`src/rtl/tick_sequencer.sv`:
```
// Scheduled tick-period sequencer: walks a small period table with a
// single down-counter, pulsing on each entry expiry.
module tick_sequencer #(
  parameter int DEPTH = 4,
  parameter int PW    = 4,
  localparam int IW   = $clog2(DEPTH)
) (
  input  logic          clk,
  input  logic          reset,
  input  logic          tick_en,
  input  logic          start,
  input  logic          stop,
  input  logic          pause,
  input  logic          loop_en,
  input  logic          cfg_we,
  input  logic [IW-1:0] cfg_addr,
  input  logic [PW-1:0] cfg_data,
  input  logic [IW-1:0] cfg_last,
  output logic          busy,
  output logic          paused,
  output logic [IW-1:0] cur_index,
  output logic [PW:0]   remaining,
  output logic          out_pulse,
  output logic          seq_done
);

  typedef enum logic [1:0] {
    IDLE,
    RUN,
    PAUSE
  } state_t;

  state_t        state;
  logic [PW-1:0] tbl [DEPTH];
  logic [IW-1:0] nxt_idx;

  localparam logic [PW:0] ONE = (PW+1)'(1);

  // A stored zero stands for the full 2^PW period.
  function automatic logic [PW:0] ld(input logic [PW-1:0] p);
    ld = (p == '0) ? {1'b1, {PW{1'b0}}} : {1'b0, p};
  endfunction

  assign nxt_idx = cur_index + IW'(1);
  assign busy    = (state != IDLE);
  assign paused  = (state == PAUSE);

  always_ff @(posedge clk) begin
    if (reset) begin
      state     <= IDLE;
      cur_index <= '0;
      remaining <= '0;
      out_pulse <= 1'b0;
      seq_done  <= 1'b0;
      for (int i = 0; i < DEPTH; i++) begin
        tbl[i] <= '0;
      end
    end else begin
      out_pulse <= 1'b0;
      seq_done  <= 1'b0;
      // Loads below read the pre-write table contents.
      if (cfg_we) begin
        tbl[cfg_addr] <= cfg_data;
      end
      unique case (state)
        IDLE: begin
          if (start && !stop) begin
            state     <= RUN;
            cur_index <= '0;
            remaining <= ld(tbl[0]);
          end
        end
        RUN: begin
          if (stop) begin
            state     <= IDLE;
            cur_index <= '0;
            remaining <= '0;
          end else if (pause) begin
            state <= PAUSE;
          end else if (tick_en) begin
            if (remaining > ONE) begin
              remaining <= remaining - ONE;
            end else begin
              out_pulse <= 1'b1;
              if (cur_index < cfg_last) begin
                cur_index <= nxt_idx;
                remaining <= ld(tbl[nxt_idx]);
              end else if (loop_en) begin
                cur_index <= '0;
                remaining <= ld(tbl[0]);
              end else begin
                state     <= IDLE;
                seq_done  <= 1'b1;
                remaining <= '0;
              end
            end
          end
        end
        PAUSE: begin
          if (stop) begin
            state     <= IDLE;
            cur_index <= '0;
            remaining <= '0;
          end else if (!pause) begin
            state <= RUN;
          end
        end
        default: state <= IDLE;
      endcase
    end
  end

endmodule

```
`config.mk`:
```
export PLATFORM = sky130hd
export DESIGN_NAME = tick_sequencer
export DESIGN_NICKNAME = d
export VERILOG_FILES = /design/src/rtl/tick_sequencer.sv
export SDC_FILE = /design/constraint.sdc
export NUM_CORES = 1
export LEC_CHECK = 0
export ABC_CLOCK_PERIOD_IN_PS = 2600
export BUFFER_PORTS_ARGS = -buffer_cell sky130_fd_sc_hd__clkbuf_2
export CORE_ASPECT_RATIO = 0.5
export CORE_MARGIN = 3
export CORE_UTILIZATION = 58
export CTS_BUF_LIST = sky130_fd_sc_hd__clkbuf_4 sky130_fd_sc_hd__clkbuf_8
export DETAILED_ROUTE_END_ITERATION = 7
export GPL_TIMING_DRIVEN = 0
export PLACE_DENSITY = 0.82
export SYNTH_ARGS = -nofsm -noshare
export SYNTH_HDL_FRONTEND = slang
export SYNTH_SLANG_ARGS = --single-unit
```
`constraint.sdc`:
```
create_clock -name clk -period 2.6 [get_ports clk]
set_clock_uncertainty 0.15 [all_clocks]
set_input_delay 0.13 -clock clk [delete_from_list [all_inputs] [get_ports clk]]
set_output_delay 0.13 -clock clk [all_outputs]
set_load 0.03 [all_outputs]
```
# [Yosys cells after proc, flatten, opt, wreduce, memory -nomap -nowiden]
# Memories as Yosys holds them, arrays and structs flattened.
# Cells that the tools add are included.
# W data, S select, Z words.
[classes] n_eq_ne=13 n_bitwise=2 n_addsub=2 n_reduce_logical=13 n_mux=40 n_lt_le_gt_ge=2
[ops] operator="$mux W5" n=10
[ops] operator="$mux W2" n=18
[ops] operator="$ne A4 B4 Y1 const B" n=5
[ops] operator="$pmux W5 S3" n=1
[ops] operator="$ne A3 B3 Y1 const B" n=4
[ops] operator="$pmux W2 S3" n=2
[ops] operator="$logic_not A4 Y1" n=2
[ops] operator="$mux W1" n=8
[ops] operator="$reduce_and A7 Y1" n=1
[ops] operator="$reduce_or A7 Y1" n=1
[ops] operator="$reduce_and A6 Y1" n=1
[ops] operator="$gt A5 B1 Y1 const B" n=1
[ops] operator="$reduce_and A5 Y1" n=1
[ops] operator="$reduce_or A5 Y1" n=1
[ops] operator="$sub A5 B1 Y5 const B" n=1
[ops] operator="$mux W4" n=1
[ops] operator="$ne A2 B2 Y1 const B" n=2
[ops] operator="$reduce_or A4 Y1" n=1
[ops] operator="$reduce_bool A3 Y1" n=1
[ops] operator="$add A2 B1 Y2 const B" n=1
[ops] operator="$eq A2 B1 Y1 const B" n=1
[ops] operator="$eq A2 B2 Y1 const B" n=1
[ops] operator="$logic_not A2 Y1" n=1
[ops] operator="$lt A2 B2 Y1" n=1
[ops] operator="4 further kinds" n=5
[word_totals] reg_bits=11 input_bits=16 word_cells=78 ram_bits=16 mem_count=1 output_inout_bits=11
[memory_table] memory="tbl" depth=4 word_bits=4 rd=2 rd_clocked_by_memory_dff=0 wr=4 line="34" text="logic [PW-1:0] tbl [DEPTH];"

# [Longest topological paths before layout]
# Gate-level depths: netlist of run 1.
# An unclocked memory read counts as a cell.
[logic_depth] depth_word=10 ltp_mapped=8 mapped_depth_nobuf=7

# [Least setup slack after synthesis of run 1]
# No wires, ideal clock.
[synth_timing] path_type="register to register" startpoint="reg remaining[1]" endpoint="reg state[0]" path_buffers=0 required_ns=2.327 period_less_slack_ns=2.189 setup_time_ns=0.123 path_slack_ns=0.411 path_stages_with_launch=7 arrival_time_ns=1.916 cell_sequence="dfxtp_1 -> inv_1 -> ha_1 -> o211ai_1 -> nor4b_1 -> o311ai_1 -> mux2_1"
[synth_between] elab_chain_cells=3
[synth_lines] element="start: declaration" line="22" text="output logic [PW:0] remaining,"
[synth_lines] element="start signal: assignment" line="70" text="remaining <= ld(tbl[0]);"
[synth_lines] element="start signal: assignment" line="82" text="remaining <= remaining - ONE;"
[synth_lines] element="start signal: assignment" line="87" text="remaining <= ld(tbl[nxt_idx]);"
[synth_lines] element="$gt A5 B1 Y1" line="81" text="if (remaining > ONE) begin"
[synth_lines] element="$ne A4 B4 Y1 (no source line)"
[synth_lines] element="$reduce_and A6 Y1 (no source line)"
[synth_lines] element="end signal: assignment" line="75" text="state <= IDLE;"
[synth_lines] element="end signal: assignment" line="79" text="state <= PAUSE;"
[synth_lines] element="end signal: assignment" line="92" text="state <= IDLE;"
[synth_lines] element="end: declaration" line="33" text="state_t state;"
# No other way between the ends.
# A chain may end at the register's enable or synchronous reset.

# [Final worst setup path of run 1]
[layout_timing] startpoint="reg remaining[1]" endpoint="reg out_pulse"
[layout_between] elab_chain_cells=2
[layout_lines] element="$gt A5 B1 Y1" line="81"
[layout_lines] element="$mux W1" line="81"
[layout_lines] element="end signal: assignment" line="53" text="out_pulse <= 1'b0;"
[layout_lines] element="end signal: assignment" line="59" text="out_pulse <= 1'b0;"
[layout_lines] element="end signal: assignment" line="84" text="out_pulse <= 1'b1;"
[layout_lines] element="end: declaration" line="23" text="output logic out_pulse,"
# No other way between the ends.

==> results of run 1 <==
report_power, final:
part	total (uW)	switching (uW)	internal (uW)
Sequential	551	48.7	503
Combinational	512	312	199
Clock	259	146	113
stage by stage:
stage / area [um2] / power (uW) / utilization [%] / instances / worst slack (ps)
after global routing: 1890 / 1400 / 77.2 / 223 / 124
after CTS: 1890 / 1310 / 77.1 / 223 / 163
final: 1890 / 1320 / 77.2 / 223 / 241
after global placement: 1820 / 1050 / 74.3 / 217 / 400
after detailed placement: 1820 / 1060 / 74.3 / 217 / 353
after floorplan: 1650 / 930 / - / 157 / 411
critical path, cell delays in order (launching register included):
cell	delay, ps
dfxtp_1	450
inv_1	90
ha_1	200
o211ai_1	410
clkbuf_2	300
nor4bb_1	90
dlygate4sd3_1	550
sequential cells by signal, indices dropped and copies added (netlist names):
register / cells
remaining: 5
state: 2
seq_done: 1
tbl: 16
out_pulse: 1
cur_index: 2
layer usage:
layer / global-route usage, % / vias to the layer above / wire length (um)
met2: 35.3 / 66 / 1610
li1: - / 651 / -
met1: 29.7 / 631 / 1670
met3: 6.22 / 2 / 290
met5: 0 / - / 0
met4: 4.04 / 0 / 14
final cells by class:
cell class                 count  area [um2]
timing repair buffer          27         145
fill                         169         558
inverter                       8        30.0
multi-input combinational    116         886
clock inverter                 1        8.76
buffer                         6        33.8
sequential                    27         701
tap                           35        43.8
clock buffer                   3        41.3
Yosys cell counts, drive strengths merged, types with 4 or more instances:
cell and number:
a21oi 4, a311oi 5, a31oi 7, and2 17, dfxtp 11, edfxtp 16
ha 7, inv 8, mux4 4, nand2 10, nand2b 10, nor2 13
what timing repair did:
action / CTS / global route
gates resized for setup: 0 / 2
hold buffers: 2 / 0
setup endpoints to repair: 0 / 1
hold endpoints to repair: 1 / 0
logic make-up (layout without fill, tap and decap cells):
group | count (synthesis) | count (layout) | share of synthesized area, %
AND/OR/NAND/NOR | 67 | 67 | 22.9
AO/OA/AOI/OAI | 34 | 34 | 17.5
adder cells (fa/ha/maj) | 7 | 7 | 5.31
flip-flops | 27 | 27 | 42.5
buffers and inverters | 14 | 45 | 3.79
multiplexers | 6 | 6 | 6.98
XOR/XNOR | 2 | 2 | 1.06
worst max-delay path by stage:
| stage | start | to | slack [ps] | cells past startpoint |
|---|---|---|---|---|
| floorplan | remaining[1] | state[0] | 410 | 6 |
| global placement | remaining[1] | remaining[4] | 400 | 7 |
| detailed placement | remaining[1] | remaining[4] | 350 | 7 |
| CTS | remaining[1] | out_pulse | 160 | 6 |
| global route | remaining[1] | out_pulse | 120 | 6 |
| finish | remaining[1] | out_pulse | 240 | 6 |
layout by cell type, fill, tap and decap left out, types with 3 or more instances in the layout:
cell and n:
clkbuf_2 26, nor2_1 13, inv_1 8, nand2_1 10, and2_1 17, dfxtp_1 11, clkbuf_8 3, mux4_2 3
nor3b_1 3, nor2b_1 3, a311oi_1 5, a221o_1 3, a31oi_1 7, nand2b_1 10, a21oi_1 3, ha_1 7
edfxtp_1 16
==> summary.md, run 1 <==
| Metric | Value |
|---|---|
| Avg Inst Size Synth | `approximately 11 um2` |
| Clock latency on the worst-skew pair | `approximately 280 ps` |
| Drc violations | `0` |
| Yosys cell types | `between 40 and 50` |
| Reg2reg end | `out_pulse` |
| Worst vdd ir | `between 300 and 400 uV` |
| Post-synth EDFFs | `16` |
| Post-Syn Area | `between 1500 and 2000 um2` |
| Final ANT Viol Nets | `0` |
| Syn_nets | `180` |
| Yosys Warn Count | `0` |
| Die height | `43.7 um` |
| Worst Hold Class | `input pin to flop` |
| First-pass GRT wire length | `5840 um` |
| Crit path DAT | `approximately 2400 ps` |
| CP required | `about 2600 ps` |
| Fmax | `424 MHz` |
| Final period utilization | `between 90% and 100%` |
| 1st-iter DRT viols | `between 150 and 200` |
| Worst-Margin Slew | `approximately 480 ps` |
| Area grow syn2layout | `14.6%` |
| Dominant synthesized flop cell | `edfxtp_1` |
| Vias | `1350` |
| Hpwl dp | `~2800 um` |
| Minimum clock period | `~2400 ps` |
| Seq cells post-synth | `27` |
| Power per cell area | `~700 nW/um2` |
| Wire length per cell | `approximately 16 um` |
| Clock transition at the registers of the reported paths | `100 ps` |
| Leading area contributor after synthesis | `edfxtp_1` |
| Worst Setup End Kind | `flop` |
| Hold slack | `roughly 21 ps` |
| Final GP Congestion | `between 0.8 and 0.9` |
| # H-tree levels | `1` |
| Largest net degree at the start of global routing | `18` |
| RSZ-0062 raised after global routing | `no` |
| Nets | `around 210` |
| Top cells by area, synth | `edfxtp_1, dfxtp_1, and2_1` |
| CP max FO | `10` |
| Port bufs | `25` |
| WHS Endpoint | `tbl[2][3]` |
| Seq/Total Area, Yosys | `between 40% and 50%` |
| R2R Path Start | `remaining[1]` |
| Number of global-route vias before repair | `between 1000 and 1500` |
| Detailed Routing Iterations Pass 1 | `4` |
| Antenna diode count | `0` |
| Synth top area share | `29.1%` |
| CTS tree | `yes` |
| Post-Synthesis Cells | `roughly 160` |
| Std cell rows | `12` |
| Chip Width | `around 81 um` |
| LEAKAGE | `0.000752 uW` |
| CTS max path bufs | `2` |
| Core area | `between 2000 and 2500 um2` |
| Clock sinks | `27` |
| Setup CP Type | `flop to flop` |
| Via-to-Cell Ratio | `around 6` |
| Worst hold stages | `2` |
| Clock tree root driver cell | `clkbuf_8` |
| Initial antenna violation count | `0` |
| FF-to-FF path depth | `6` |
| Hold path startpoint | `cfg_data[3]` |
| Fin Setup TNS | `0 ps` |
| Num CTS Buffers | `3` |
| GR Overflow Total | `0` |
| Slew headroom | `about two thirds` |
| Final setup viols | `0` |
| Max-Cap Viols | `0` |
| Tot GR Track Use | `roughly 22%` |
| Hold Fails Final Rpt | `0` |
| Area of the die | `around 3600 um2` |
| Status | `finished clean` |
| Post-synth ARST share | `0%` |
| Count of pins over their slew limit | `0` |
| Layout cell share with drive strength beyond 1 | `22.3%` |
| Initial core utilization | `between 60% and 70%` |
| Top Ports | `27` |
| Startpoint type of the worst setup path | `flop` |
| Buffer count from post-CTS setup fixing | `0` |
| Total Wirelength | `between 3000 and 4000 um` |
| Reg2Reg Setup Slack | `240 ps` |
Note: power is estimated with default switching activity, not from simulation.
==> run 2, diff against run 1 <==
CELL_PAD_IN_SITES_DETAIL_PLACEMENT = 0   (was unset)
CELL_PAD_IN_SITES_GLOBAL_PLACEMENT = 1   (was unset)
CORE_UTILIZATION = 35   (was 58)
PLACE_DENSITY = unset   (was 0.82)
PLACE_DENSITY_LB_ADDON = 0.1   (was unset)
==> summary.md, run 2 (synthesized netlist as in run 1, its figures left out) <==
| Metric | Value |
|---|---|
| LEAKAGE | `0.000737 uW` |
| Minimum clock period | `around 2300 ps` |
| Total Wirelength | `roughly 3700 um` |
| Nets | `about 210` |
| Std cell rows | `16` |
| Antenna diode count | `0` |
| Clock latency on the worst-skew pair | `280 ps` |
| Top reg by flops | `tbl` |
| Hold Fails Final Rpt | `0` |
| Layout cell share with drive strength beyond 1 | `between 20 and 25%` |
| Final Core Density | `between 40% and 50%` |
| Via-to-Cell Ratio | `around 5.2` |
| Largest net degree at the start of global routing | `17` |
| Tot GR Track Use | `14.6%` |
| Hpwl dp | `slightly below 3000 um` |
| Status | `finished clean` |
| Power per cell area | `~700 nW/um2` |
| GR Overflow Total | `0` |
| Final period utilization | `between 80% and 90%` |
| Initial antenna violation count | `0` |
| Number of global-route vias before repair | `between 1000 and 1500` |
| Pint | `about 810 uW` |
| Final setup viols | `0` |
| Chip Width | `a little over 100 um` |
| Worst Setup End Kind | `flop` |
| Buffer count from post-CTS setup fixing | `0` |
| Commonest non-fill, non-tap cell in the layout | `clkbuf_2` |
| Clock transition at the registers of the reported paths | `approximately 100 ps` |
| 1st-iter DRT viols | `between 50 and 60` |
| Top Ports | `27` |
| CP max FO | `5` |
| M2 GR Usage | `around a quarter` |
| Grt met3 use | `3.82%` |
| Port bufs | `25` |
| Storage element area | `between 700 and 800 um2` |
| Wire length per cell | `about 15 um` |
| Clk pwr share | `19.1%` |
| Die height | `about 55 um` |
| RSZ-0062 raised after global routing | `no` |
| Slew headroom | `65.6%` |
| Area of the die | `~5600 um2` |
| Final GP Congestion | `approximately 0.81` |
| CTS max path bufs | `2` |
| Most Crowded Layer GR | `met2` |
| Crit path DAT | `2350 ps` |
| Fillers | `between 400 and 500` |
| Count of pins over their slew limit | `0` |
| Met1 Use GR | `~20%` |
| Number of flip-flops under the largest register name | `16` |
| Final ANT Viol Nets | `0` |
| Area of the multi-input gates | `~890 um2` |
| Vias | `~1300` |
| Num CTS Buffers | `3` |
| Most frequent cells in the layout | `clkbuf_2, and2_1, edfxtp_1, nor2_1, dfxtp_1` |
| P_sw | `around 500 uW` |
| Detailed Routing Iterations Pass 1 | `4` |
| # H-tree levels | `1` |
| Setup CP Type | `flop to flop` |
| Fmax | `about 430 MHz` |
| Core area | `between 4000 and 5000 um2` |
| Max-Cap Viols | `0` |
| Total power | `roughly 1300 uW` |
| Worst-Margin Slew | `between 500 and 600 ps` |
| Resize count post-CTS | `0` |
| Worst Hold Class | `input pin to flop` |
| CTS tree | `yes` |
| Hold buffer count at CTS | `1` |
| First-pass GRT wire length | `a little over 6000 um` |
| Fin Setup TNS | `0 ps` |
| Worst vdd ir | `~250 uV` |
| Initial core utilization | `between 30% and 40%` |
| Startpoint type of the worst setup path | `flop` |
| Switching part of the total power | `a little under two fifths` |
| CP required | `between 2000 and 3000 ps` |
| Drc violations | `0` |
| Sequential Power Share | `about two fifths` |
| Clock sinks | `27` |
| Hold slack | `a little over 7 ps` |
| Area grow syn2layout | `15.3%` |
| Biggest regs | `tbl (16), remaining (5)` |
| Comb power frac | `slightly below 40%` |
| Clock tree root driver cell | `clkbuf_8` |
[run 2: area by class of cell]
class                           count  share of cell area [%]
Multi-Input combinational cell    116                    46.6
Sequential cell                    27                    36.9
Timing Repair Buffer               26                    7.11
Tap cell                           54                    3.55
Clock buffer                        3                    2.17
Buffer                              6                    1.71
Inverter                            8                    1.58
Clock inverter                      1                   0.395
[run 2: layer usage]
| metal | up-vias | part of all wire [%] |
|---|---|---|
| li1 | 641 | - |
| met1 | 580 | 51 |
| met2 | 36 | 43 |
| met3 | 2 | 6.1 |
| met4 | 0 | 0.13 |
| met5 | - | 0 |
[run 2: stage by stage]
step	std cells	area (um2)	setup slack [ps]
after floorplan	157	1650	411
after global placement	236	1840	335
after detailed placement	236	1840	328
after CTS	241	1900	300
after global routing	241	1900	155
final	241	1900	274
[run 2: worst max-delay path, cell delays in order, from the launching register on]
cell and delay, ps:
dfxtp_1 420, inv_1 90, ha_1 210, o211ai_1 420, nor4b_1 140, o311ai_1 440, mux2_1 360
[run 2: path summary, 6_finish.rpt]
kind                      from         to  slack, ps  cells past startpoint
hold / removal         tick_en  out_pulse          7                      2
setup / recovery  remaining[1]   state[0]        270                      6
hold reg to reg       state[1]   state[1]        380                      2
setup reg to reg  remaining[1]   state[0]        270                      6
[run 2: power groups by stage]
| stage | combinational [uW] | clock, uW | sequential (uW) |
|---|---|---|---|
| after global routing | 567 | 271 | 558 |
| after detailed placement | 510 | 0 | 560 |
| after CTS | 513 | 255 | 550 |
| final | 511 | 249 | 549 |
| after global placement | 507 | 0 | 558 |
| after floorplan | 337 | 0 | 593 |
==> run 3, diff against run 2 <==
CORE_UTILIZATION = 25   (was 35)
==> summary.md, run 3 (synthesized netlist as in run 1, its figures left out) <==
| Metric | Value |
|---|---|
| Nets | `approximately 210` |
| R2R Path Start | `remaining[1]` |
| Worst setup path start | `remaining[1]` |
| CP max FO | `10` |
| Final period utilization | `90.4%` |
| Number of flip-flops under the largest register name | `16` |
| Initial antenna violation count | `0` |
| Grt met3 use | `roughly 3.1%` |
| Core area | `~6200 um2` |
| Worst-Margin Slew | `544 ps` |
| Wire length per cell | `roughly 14 um` |
| CP max stage delay | `between 400 and 500 ps` |
| Post-route setup slack | `around 250 ps` |
| Clock tree root driver cell | `clkbuf_8` |
| Biggest regs | `tbl (16), remaining (5)` |
| Status | `finished clean` |
| Slowest CP cell | `dfxtp_1` |
| Fin Setup TNS | `0 ps` |
| DP Worst Slack | `293 ps` |
| Final GP Congestion | `0.789` |
| Fmax | `roughly 430 MHz` |
| Layout cell share with drive strength beyond 1 | `a little over a fifth` |
| Most frequent cells in the layout | `clkbuf_2, and2_1, edfxtp_1, nor2_1, dfxtp_1` |
| Initial core utilization | `a little over a quarter` |
| Top Ports | `27` |
| First-pass GRT wire length | `around 6500 um` |
| Worst vdd ir | `between 200 and 250 uV` |
| Via-to-Cell Ratio | `roughly 4.6` |
| Slew headroom | `63.8%` |
| Vias | `~1300` |
| Clock latency on the worst-skew pair | `280 ps` |
| Num CTS Buffers | `3` |
| Area grow syn2layout | `18.4%` |
| Buffer count from post-CTS setup fixing | `0` |
| LEAKAGE | `around 0.00074 uW` |
| RSZ-0062 raised after global routing | `no` |
| Antenna diode count | `0` |
| Worst Setup End Kind | `flop` |
| Final Core Density | `a little under a third` |
| Crit path DAT | `2410 ps` |
| Cell mode on critical path | `a31oi_1` |
| Std cell rows | `20` |
| Port bufs | `25` |
| Reg2Reg Setup Slack | `between 200 and 300 ps` |
| Number of instances in the placed design | `between 200 and 300` |
| Commonest non-fill, non-tap cell in the layout | `clkbuf_2` |
| Finished Layout Cells | `approximately 280` |
| Max-Cap Viols | `0` |
| Hpwl dp | `3130 um` |
| Minimum clock period | `2350 ps` |
| CTS tree | `yes` |
| Top reg by flops | `tbl` |
| Met1 Use GR | `15.7%` |
| Power per cell area | `~670 nW/um2` |
| Total power | `about 1300 uW` |
| Drc violations | `0` |
| Fillers | `between 600 and 700` |
| Count of pins over their slew limit | `0` |
| M2 GR Usage | `approximately 16%` |
| Most Crowded Layer GR | `met2` |
| Chip Width | `roughly 120 um` |
| Setup crit end | `remaining[4]` |
| CTS max path bufs | `2` |
| Tot GR Track Use | `between 10% and 20%` |
| Clock sinks | `27` |
| Hold Fails Final Rpt | `0` |
| CP required | `2660 ps` |
| Largest net degree at the start of global routing | `17` |
| FF-to-FF path depth | `7` |
| Total Wirelength | `about 4000 um` |
| Reg2reg end | `remaining[4]` |
| Area of the die | `around 7700 um2` |
| Final ANT Viol Nets | `0` |
| Final setup viols | `0` |
| Startpoint type of the worst setup path | `flop` |
| Number of global-route vias before repair | `between 1000 and 1500` |
| Worst hold stages | `2` |
| Worst-path cell chain | `inv_1 > ha_1 > o211ai_1 > clkbuf_1 > a31oi_1 > a221o_1 > a31oi_1` |
| Hold path startpoint | `cfg_data[1]` |
| # H-tree levels | `1` |
| Detailed Routing Iterations Pass 1 | `4` |
| Die height | `63.4 um` |
| Clock transition at the registers of the reported paths | `100 ps` |
| Worst Hold Class | `input pin to flop` |
| 1st-iter DRT viols | `66` |
| Setup CP Type | `flop to flop` |
| GR Overflow Total | `0` |
run 3: metal layers:
metal  vias up  wire length [um]
li1        647                 -
met2        32              1620
met5         -                 0
met1       598              2150
met3         2               188
met4         0                21
run 3: layout make-up:
cell class	instances	area (um2)	area share, %
buffer	6	32.5	1.67
clock buffer	3	41.3	2.11
clock inverter	1	7.51	0.384
inverter	8	30.0	1.54
multi-input combinational	116	886	45.4
sequential	27	701	35.9
tap	88	110	5.64
timing repair buffer	27	145	7.43
run 3: repair_timing:
item                                   in CTS  in global routing
endpoints found under the hold margin       1                  1
hold buffers                                1                  1
gates resized for setup                     0                  0
run 3: how the worst min path moves through the flow:
stage | end | slack [ps]
after floorplan | out_pulse | 70
after global placement | out_pulse | 270
after detailed placement | out_pulse | 250
after CTS | out_pulse | 3
after global routing | tbl[1][1] | 40
final | tbl[1][1] | 30
run 3: critical path, delay by kind of cell, from the launching register on:
kind | cells | cell delay (ps)
flip-flops | 1 | 430
AO/OA/AOI/OAI | 4 | 1000
buffers and inverters | 2 | 500
adder cells (fa/ha/maj) | 1 | 200
run 3: power breakdown:
group | internal [uW] | leakage, uW | total (uW) | switching, uW
logic | 198 | 0.000474 | 513 | 315
clock network | 109 | 0.0000217 | 250 | 141
registers | 503 | 0.000246 | 550 | 47.7
run 3: stage by stage:
stage	cell area, um2	hold WS (ps)
detailed placement	1880	253
finish	1950	29.2
floorplan	1650	65.8
global route	1950	35.9
global placement	1880	268
CTS	1940	3.00
